==> config.mk <==
export PLATFORM = sky130hd
export DESIGN_NAME = modular_addsub_pipe
export DESIGN_NICKNAME = d
export VERILOG_FILES = /design/src/rtl/ntt_arith_pkg.sv /design/src/rtl/mod_lane_addsub.sv /design/src/rtl/modular_addsub_pipe.sv
export SDC_FILE = /design/constraint.sdc
export NUM_CORES = 1
export LEC_CHECK = 0
export ABC_AREA = 1
export CORE_MARGIN = 5
export CORE_UTILIZATION = 23
export CTS_CLUSTER_SIZE = 8
export DETAILED_ROUTE_END_ITERATION = 10
export PLACE_DENSITY = 0.37
export SLEW_MARGIN = 20
export SYNTH_ARGS = -nofsm -noshare
export SYNTH_HDL_FRONTEND = slang
export SYNTH_SLANG_ARGS = --single-unit
==> constraint.sdc <==
create_clock -name clk -period 4.6 [get_ports clk]
set_input_delay 1.38 -clock clk [delete_from_list [all_inputs] [get_ports clk]]
set_output_delay 1.38 -clock clk [all_outputs]
set_load 0.05 [all_outputs]
==> src/rtl/ntt_arith_pkg.sv <==
`default_nettype none
// ============================================================================
//  Module      : ntt_arith_pkg
//  Description : Shared constants and helpers for the NTT arithmetic datapath
//                (op encodings, default modulus/width, clog2 helper).
//  Revision    : 1.0 - initial release
// ============================================================================
package ntt_arith_pkg;

    // Op encoding: bit 1 selects the halved variant, bit 0 selects subtract.
    localparam logic [1:0] OP_ADD      = 2'b00;
    localparam logic [1:0] OP_SUB      = 2'b01;
    localparam logic [1:0] OP_ADD_HALF = 2'b10;
    localparam logic [1:0] OP_SUB_HALF = 2'b11;

    // Kyber-style default modulus and the lane width that holds it.
    localparam int DEFAULT_MODULUS    = 3329;
    localparam int DEFAULT_DATA_WIDTH = 14;

    // Number of bits needed to represent values 0 .. value-1.
    function automatic int clog2(input int value);
        int result;
        int v;
        result = 0;
        v      = value - 1;
        while (v > 0) begin
            result = result + 1;
            v      = v >> 1;
        end
        return result;
    endfunction

endpackage : ntt_arith_pkg
`default_nettype wire

==> src/rtl/mod_lane_addsub.sv <==
`default_nettype none
// ============================================================================
//  Module      : mod_lane_addsub
//  Description : One lane of the modular add/subtract pipeline. S1 computes
//                (x +/- y) mod q, S2 optionally multiplies by 2^-1 mod q.
//                Pure datapath; stage enables come from the parent.
//  Revision    : 1.0 - initial release
// ============================================================================
module mod_lane_addsub
    import ntt_arith_pkg::*;
#(
    parameter int DATA_WIDTH = DEFAULT_DATA_WIDTH,
    parameter int MODULUS    = DEFAULT_MODULUS
) (
    input  logic                  clk,
    input  logic                  rst,
    input  logic                  i_load_s1,
    input  logic                  i_load_s2,
    input  logic [1:0]            i_op,
    input  logic [1:0]            i_op_s1,
    input  logic [DATA_WIDTH-1:0] i_x,
    input  logic [DATA_WIDTH-1:0] i_y,
    output logic [DATA_WIDTH-1:0] o_z
);

    localparam logic [DATA_WIDTH:0] c_mod = (DATA_WIDTH+1)'(MODULUS);

    logic [DATA_WIDTH:0]   w_sum;
    logic [DATA_WIDTH:0]   w_diff;
    logic [DATA_WIDTH:0]   w_red;
    logic                  w_is_sub;
    logic [DATA_WIDTH:0]   w_half_sum;
    logic [DATA_WIDTH-1:0] w_z_next;
    logic                  w_unused_bits;
    logic [DATA_WIDTH-1:0] r_red;
    logic [DATA_WIDTH-1:0] r_z;

    // S1 combinational reduce: single conditional correction at DATA_WIDTH+1 bits
    always_comb begin
        w_is_sub = (i_op == OP_SUB) || (i_op == OP_SUB_HALF);
        w_sum    = {1'b0, i_x} + {1'b0, i_y};
        w_diff   = {1'b0, i_x} - {1'b0, i_y};
        w_red    = '0;
        if (w_is_sub) begin
            // Bit DATA_WIDTH of the difference is the borrow out.
            w_red = w_diff[DATA_WIDTH] ? (w_diff + c_mod) : w_diff;
        end else begin
            w_red = (w_sum >= c_mod) ? (w_sum - c_mod) : w_sum;
        end
    end

    // S2 combinational halve: odd r becomes even after adding the odd modulus
    always_comb begin
        w_half_sum = {1'b0, r_red} + c_mod;
        w_z_next   = r_red;
        if ((i_op_s1 == OP_ADD_HALF) || (i_op_s1 == OP_SUB_HALF)) begin
            w_z_next = r_red[0] ? w_half_sum[DATA_WIDTH:1]
                                : {1'b0, r_red[DATA_WIDTH-1:1]};
        end
    end

    // Top bit of the reduced value and the always-zero LSB of the halving sum
    // carry no information for in-range operands.
    assign w_unused_bits = w_red[DATA_WIDTH] ^ w_half_sum[0];

    // Stage registers; each stage loads only when it takes a real transaction
    always_ff @(posedge clk) begin
        if (rst) begin
            r_red <= '0;
            r_z   <= '0;
        end else begin
            if (i_load_s1) r_red <= w_red[DATA_WIDTH-1:0];
            if (i_load_s2) r_z   <= w_z_next;
        end
    end

    assign o_z = r_z;

endmodule : mod_lane_addsub
`default_nettype wire

==> src/rtl/modular_addsub_pipe.sv <==
`default_nettype none
// ============================================================================
//  Module      : modular_addsub_pipe
//  Description : Two-stage, multi-lane modular add/subtract unit with
//                valid/ready handshake, tag pass-through and a sticky
//                operand range-error flag.
//  Revision    : 1.0 - initial release
// ============================================================================
module modular_addsub_pipe
    import ntt_arith_pkg::*;
#(
    parameter int DATA_WIDTH = DEFAULT_DATA_WIDTH,
    parameter int MODULUS    = DEFAULT_MODULUS,
    parameter int LANES      = 2,
    parameter int TAG_WIDTH  = 8
) (
    input  logic                        clk,
    input  logic                        rst,
    input  logic                        in_valid,
    output logic                        in_ready,
    input  logic [1:0]                  in_op,
    input  logic [LANES*DATA_WIDTH-1:0] in_x,
    input  logic [LANES*DATA_WIDTH-1:0] in_y,
    input  logic [TAG_WIDTH-1:0]        in_tag,
    output logic                        out_valid,
    input  logic                        out_ready,
    output logic [LANES*DATA_WIDTH-1:0] out_z,
    output logic [TAG_WIDTH-1:0]        out_tag,
    output logic                        range_err
);

    localparam logic [DATA_WIDTH-1:0] c_mod = DATA_WIDTH'(MODULUS);

    // Elaboration-time guard on the parameter set.
    generate
        if ((DATA_WIDTH < clog2(MODULUS)) || (TAG_WIDTH < 1) || (LANES < 1)) begin : g_param_check
            $error("modular_addsub_pipe: illegal parameter combination");
        end
    endgenerate

    logic                 w_adv;
    logic                 w_accept;
    logic [LANES-1:0]     w_oor;
    logic                 r_v1;
    logic                 r_v2;
    logic [1:0]           r_op1;
    logic [TAG_WIDTH-1:0] r_tag1;
    logic [TAG_WIDTH-1:0] r_tag2;
    logic                 r_err;

    // The whole pipe moves together; a full output stage blocks everything.
    assign w_adv    = ~r_v2 | out_ready;
    assign w_accept = in_valid & w_adv;

    generate
        for (genvar i = 0; i < LANES; i++) begin : g_lane
            assign w_oor[i] = (in_x[i*DATA_WIDTH +: DATA_WIDTH] >= c_mod) ||
                              (in_y[i*DATA_WIDTH +: DATA_WIDTH] >= c_mod);

            mod_lane_addsub #(
                .DATA_WIDTH (DATA_WIDTH),
                .MODULUS    (MODULUS)
            ) u_lane (
                .clk       (clk),
                .rst       (rst),
                .i_load_s1 (w_accept),
                .i_load_s2 (w_adv & r_v1),
                .i_op      (in_op),
                .i_op_s1   (r_op1),
                .i_x       (in_x[i*DATA_WIDTH +: DATA_WIDTH]),
                .i_y       (in_y[i*DATA_WIDTH +: DATA_WIDTH]),
                .o_z       (out_z[i*DATA_WIDTH +: DATA_WIDTH])
            );
        end
    endgenerate

    // Stage valid bits, op/tag shadow registers and the sticky error flag
    always_ff @(posedge clk) begin
        if (rst) begin
            r_v1   <= 1'b0;
            r_v2   <= 1'b0;
            r_op1  <= OP_ADD;
            r_tag1 <= '0;
            r_tag2 <= '0;
            r_err  <= 1'b0;
        end else begin
            if (w_adv) begin
                // Bubbles propagate as bubbles; nothing collapses.
                r_v1 <= w_accept;
                r_v2 <= r_v1;
                if (w_accept) begin
                    r_op1  <= in_op;
                    r_tag1 <= in_tag;
                end
                if (r_v1) r_tag2 <= r_tag1;
            end
            if (w_accept && (|w_oor)) r_err <= 1'b1;
        end
    end

    assign in_ready  = w_adv;
    assign out_valid = r_v2;
    assign out_tag   = r_tag2;
    assign range_err = r_err;

endmodule : modular_addsub_pipe
`default_nettype wire

==> qor.txt <==
total power -> 2.826 mW
Tightest Pin Transition -> 0.5658 ns
hpwl dp -> 23460 µm
Slew HR -> 62.16%
crit-path most repeated cell -> clkdlybuf4s50_1
Inst Count DP -> 2066
postcts setup bufs -> 0
CP required -> 3.22 ns
CP startpoint -> out_ready
r2r setup slk -> 2.49 ns
RD Place Congestion -> 0.8266
Starting Density -> 23.14%
Synth Net Count -> 1620
Async SR Flop Fraction -> 0%
Layout Skew -> 0.009267 ns
CP endpoint kind -> output port
Worst VDD drop -> 0.1540 mV
delay-heaviest family, CP -> buffers and inverters
cts bufs inserted -> 9
top-level I/O count -> 109
Detailed Route Iter0 Violations -> 542
Post-DRT Antenna Nets -> 0
vias per std cell -> 4.380
most numerous cell in the Yosys netlist -> nand2_1
Area contributors post-synth -> dfxtp_1 (18%), nand2_1 (17%), ha_1 (9.3%), nand3_1 (7.8%), a21oi_1 (7.3%)
Residual DRC -> 0
Min Hold Slack -> 0.4632 ns
sw power -> 1.215 mW
Setup crit end -> in_ready
ys flop type -> dfxtp_1
post-cts hold buffer count -> 0
Fmax -> 237.7 MHz
Reg2Reg Capture Point -> g_lane[0].u_lane.o_z[12]$_SDFFE_PP0P_
Synth Warn # -> 0
Synth Area per Inst -> 5.841 µm²
#FFs+latches synth -> 76
final hold violations -> 0
first-pass GRT wire length -> 47010 µm
combinational group share of total power -> 46.2%
cell count after synthesis -> 1482
CP max FO -> 3
CTS tree -> yes
fraction of layout cells with a size suffix above 1 -> 8.593%
slowest stage cell, crit path -> clkdlybuf4s50_1
row count -> 71
Yosys top cell area share -> 17.58%
via count -> 9119
Port Buffer Count -> 108
Crit path arrival time -> 2.83 ns
vias in the first global route -> 8960
max_cap viols -> 0
CP peak stage delay -> 0.71 ns
final instance area -> 10580 µm²
Die Ht -> 204.0 µm
Pleak -> 4.921 nW
post-CTS sizing -> 0
Total Routing Usage GR -> 13.59%
Mapped Area -> 8656 µm²
reg2reg start -> g_lane[0].u_lane.r_red[0]$_SDFFE_PP0P_
Register-to-Register Path Depth -> 11
period utilization -> 91.47%
nets -> 1704
setup ws final -> 0.3924 ns
WL per Instance -> 13.67 µm
Slew Limit Fails -> 0
Levels on crit path -> 4
power share of the clock group -> 26.7%
Post-DP Area -> 10270 µm²
synth unique cells -> 47
RSZ-0062 raised after global routing -> no
Post-Place Worst Slack -> 0.1547 ns
critical path class -> input pin to output port
Worst-path clk slew -> 0.06 ns
Longest Clk Path Bufs -> 2
Clk Latency, worst-skew pair -> 0.34 ns
Root Buffer -> clkbuf_16
die area -> 41610 µm²
top cells by instance count after synthesis -> nand2_1 (396), inv_1 (164), nor2_1 (143)
EDFF count, synth -> 0
Overflow after GRT -> 0
CTS sink cnt -> 76
type of origin of the critical path -> input pin
Detailed Route WL -> 28460 µm
Final setup viols -> 0
total core area -> 37400 µm²
worst hold-check path type -> flop to flop
n_diodes -> 0
fin crit period -> 4.208 ns
Yosys top cell by area -> dfxtp_1
P&R area growth vs syn -> 22.25%
outcome -> completed
Power Dens Cells -> 267.0 nW/µm²
post-layout util -> 28.29%
Die Width -> 204.0 µm
sequential share of power -> 27.1%
non-filler cells, final -> 2082
antenna violations before repair -> 0
DRT Pass-1 Iters -> 5
total negative slack -> 0 ns
internal cell power -> 1.610 mW
fillers -> 4267
chain of cells forming the critical path -> clkdlybuf4s50_1, nor2_1, inv_1, clkdlybuf4s50_1
largest net degree at the start of global routing -> 54
CTS H-tree lvls -> 3
register area share after synthesis -> 17.58%
Sw Share -> 43.01%
Worst Path Buf+Inv -> 3
## how the worst min path moves through the flow
stage | endpoint | slack (ns) | startpoint | cells after the start
2_1_floorplan | r_v1$_SDFFE_PP0N_ | 0.44 | r_v1$_SDFFE_PP0N_ | 2
3_3_place_gp | range_err$_SDFFE_PP0P_ | 0.45 | range_err$_SDFFE_PP0P_ | 1
3_5_place_dp | g_lane[0].u_lane.o_z[11]$_SDFFE_PP0P_ | 0.46 | g_lane[0].u_lane.o_z[11]$_SDFFE_PP0P_ | 2
4_1_cts | g_lane[0].u_lane.o_z[11]$_SDFFE_PP0P_ | 0.47 | g_lane[0].u_lane.o_z[11]$_SDFFE_PP0P_ | 2
5_1_grt | g_lane[0].u_lane.o_z[11]$_SDFFE_PP0P_ | 0.49 | g_lane[0].u_lane.o_z[11]$_SDFFE_PP0P_ | 2
6_report | g_lane[0].u_lane.o_z[11]$_SDFFE_PP0P_ | 0.46 | g_lane[0].u_lane.o_z[11]$_SDFFE_PP0P_ | 2
## metal layers
| layer | up-vias | track usage [%] | part of all wire [%] |
|---|---|---|---|
| met2 | 108 | 21.07 | 42 |
| met4 | 0 | 2.417 | 0.82 |
| met1 | 4022 | 20.82 | 55 |
| met3 | 15 | 0.9679 | 2.0 |
| met5 | - | 0 | 0 |
| li1 | 4974 | - | - |
## worst reg2reg max path: cells and delay by family (launching register included)
family / cells / cell delay, ns
xor gates and xnor gates: 1 / 0.16
and+or+nand+nor: 7 / 0.97
AOI/OAI and AO/OA: 3 / 0.36
DFF: 1 / 0.56
## layout make-up
type | instances | area, µm² | share of cell area (%)
Inverter | 190 | 713.2 | 6.740
Multi-Input combinational cell | 1159 | 6136 | 57.99
Timing Repair Buffer | 130 | 1259 | 11.90
Sequential cell | 76 | 1521 | 14.38
Clock inverter | 7 | 87.58 | 0.8277
Tap cell | 511 | 639.4 | 6.042
Clock buffer | 9 | 225.2 | 2.128
## sequential cells by signal, summed over array words and instances, names as in the netlist
| name | flops |
|---|---|
| g_lane.u_lane.o_z | 28 |
| g_lane.u_lane.r_red | 28 |
| out_tag | 8 |
| out_valid | 1 |
| r_op1 | 1 |
| r_tag1 | 8 |
| r_v1 | 1 |
| range_err | 1 |
## cell families (layout without fill, tap and decap cells)
kind of cell               after synthesis  count (layout)  synth area share [%]
AOI/OAI and AO/OA                      282             282                 17.98
DFF                                     76              76                 17.58
adders and majority gates               68              68                 10.18
and+or+nand+nor                        781             781                 39.56
buffers and inverters                  247             336                 11.56
xor gates and xnor gates                28              28                 3.137
## placed cells by master, fill, tap and decap left out, drive strengths merged, types with 3 or more instances in the layout
master / Yosys / final
a21boi: 4 / 4
a21o: 3 / 3
a21oi: 140 / 140
a31oi: 7 / 7
buf: 25 / 22
clkbuf: 32 / 9
clkdlybuf4s50: 0 / 108
clkinv: 4 / 5
dfxtp: 76 / 76
fa: 4 / 4
ha: 64 / 64
inv: 186 / 191
nand2: 416 / 416
nand3: 143 / 143
nand3b: 6 / 6
nand4: 18 / 18
nor2: 165 / 165
nor3: 16 / 16
nor4: 9 / 9
o211ai: 10 / 10
o21a: 3 / 3
o21ai: 105 / 105
o21bai: 6 / 6
o31ai: 3 / 3
or2: 6 / 6
xnor2: 5 / 5
xor2: 23 / 23
## power groups by stage
| stage | logic (mW) | registers [mW] | clock network [mW] |
|---|---|---|---|
| 4_1_cts | 1.32 | 0.767 | 0.793 |
| 5_1_grt | 1.49 | 0.776 | 0.817 |
| 2_1_floorplan | 0.865 | 0.841 | 0 |
| 6_report | 1.30 | 0.766 | 0.755 |
| 3_5_place_dp | 1.31 | 0.782 | 0 |
| 3_3_place_gp | 1.32 | 0.781 | 0 |
Note: power is estimated with default switching activity, not from simulation.
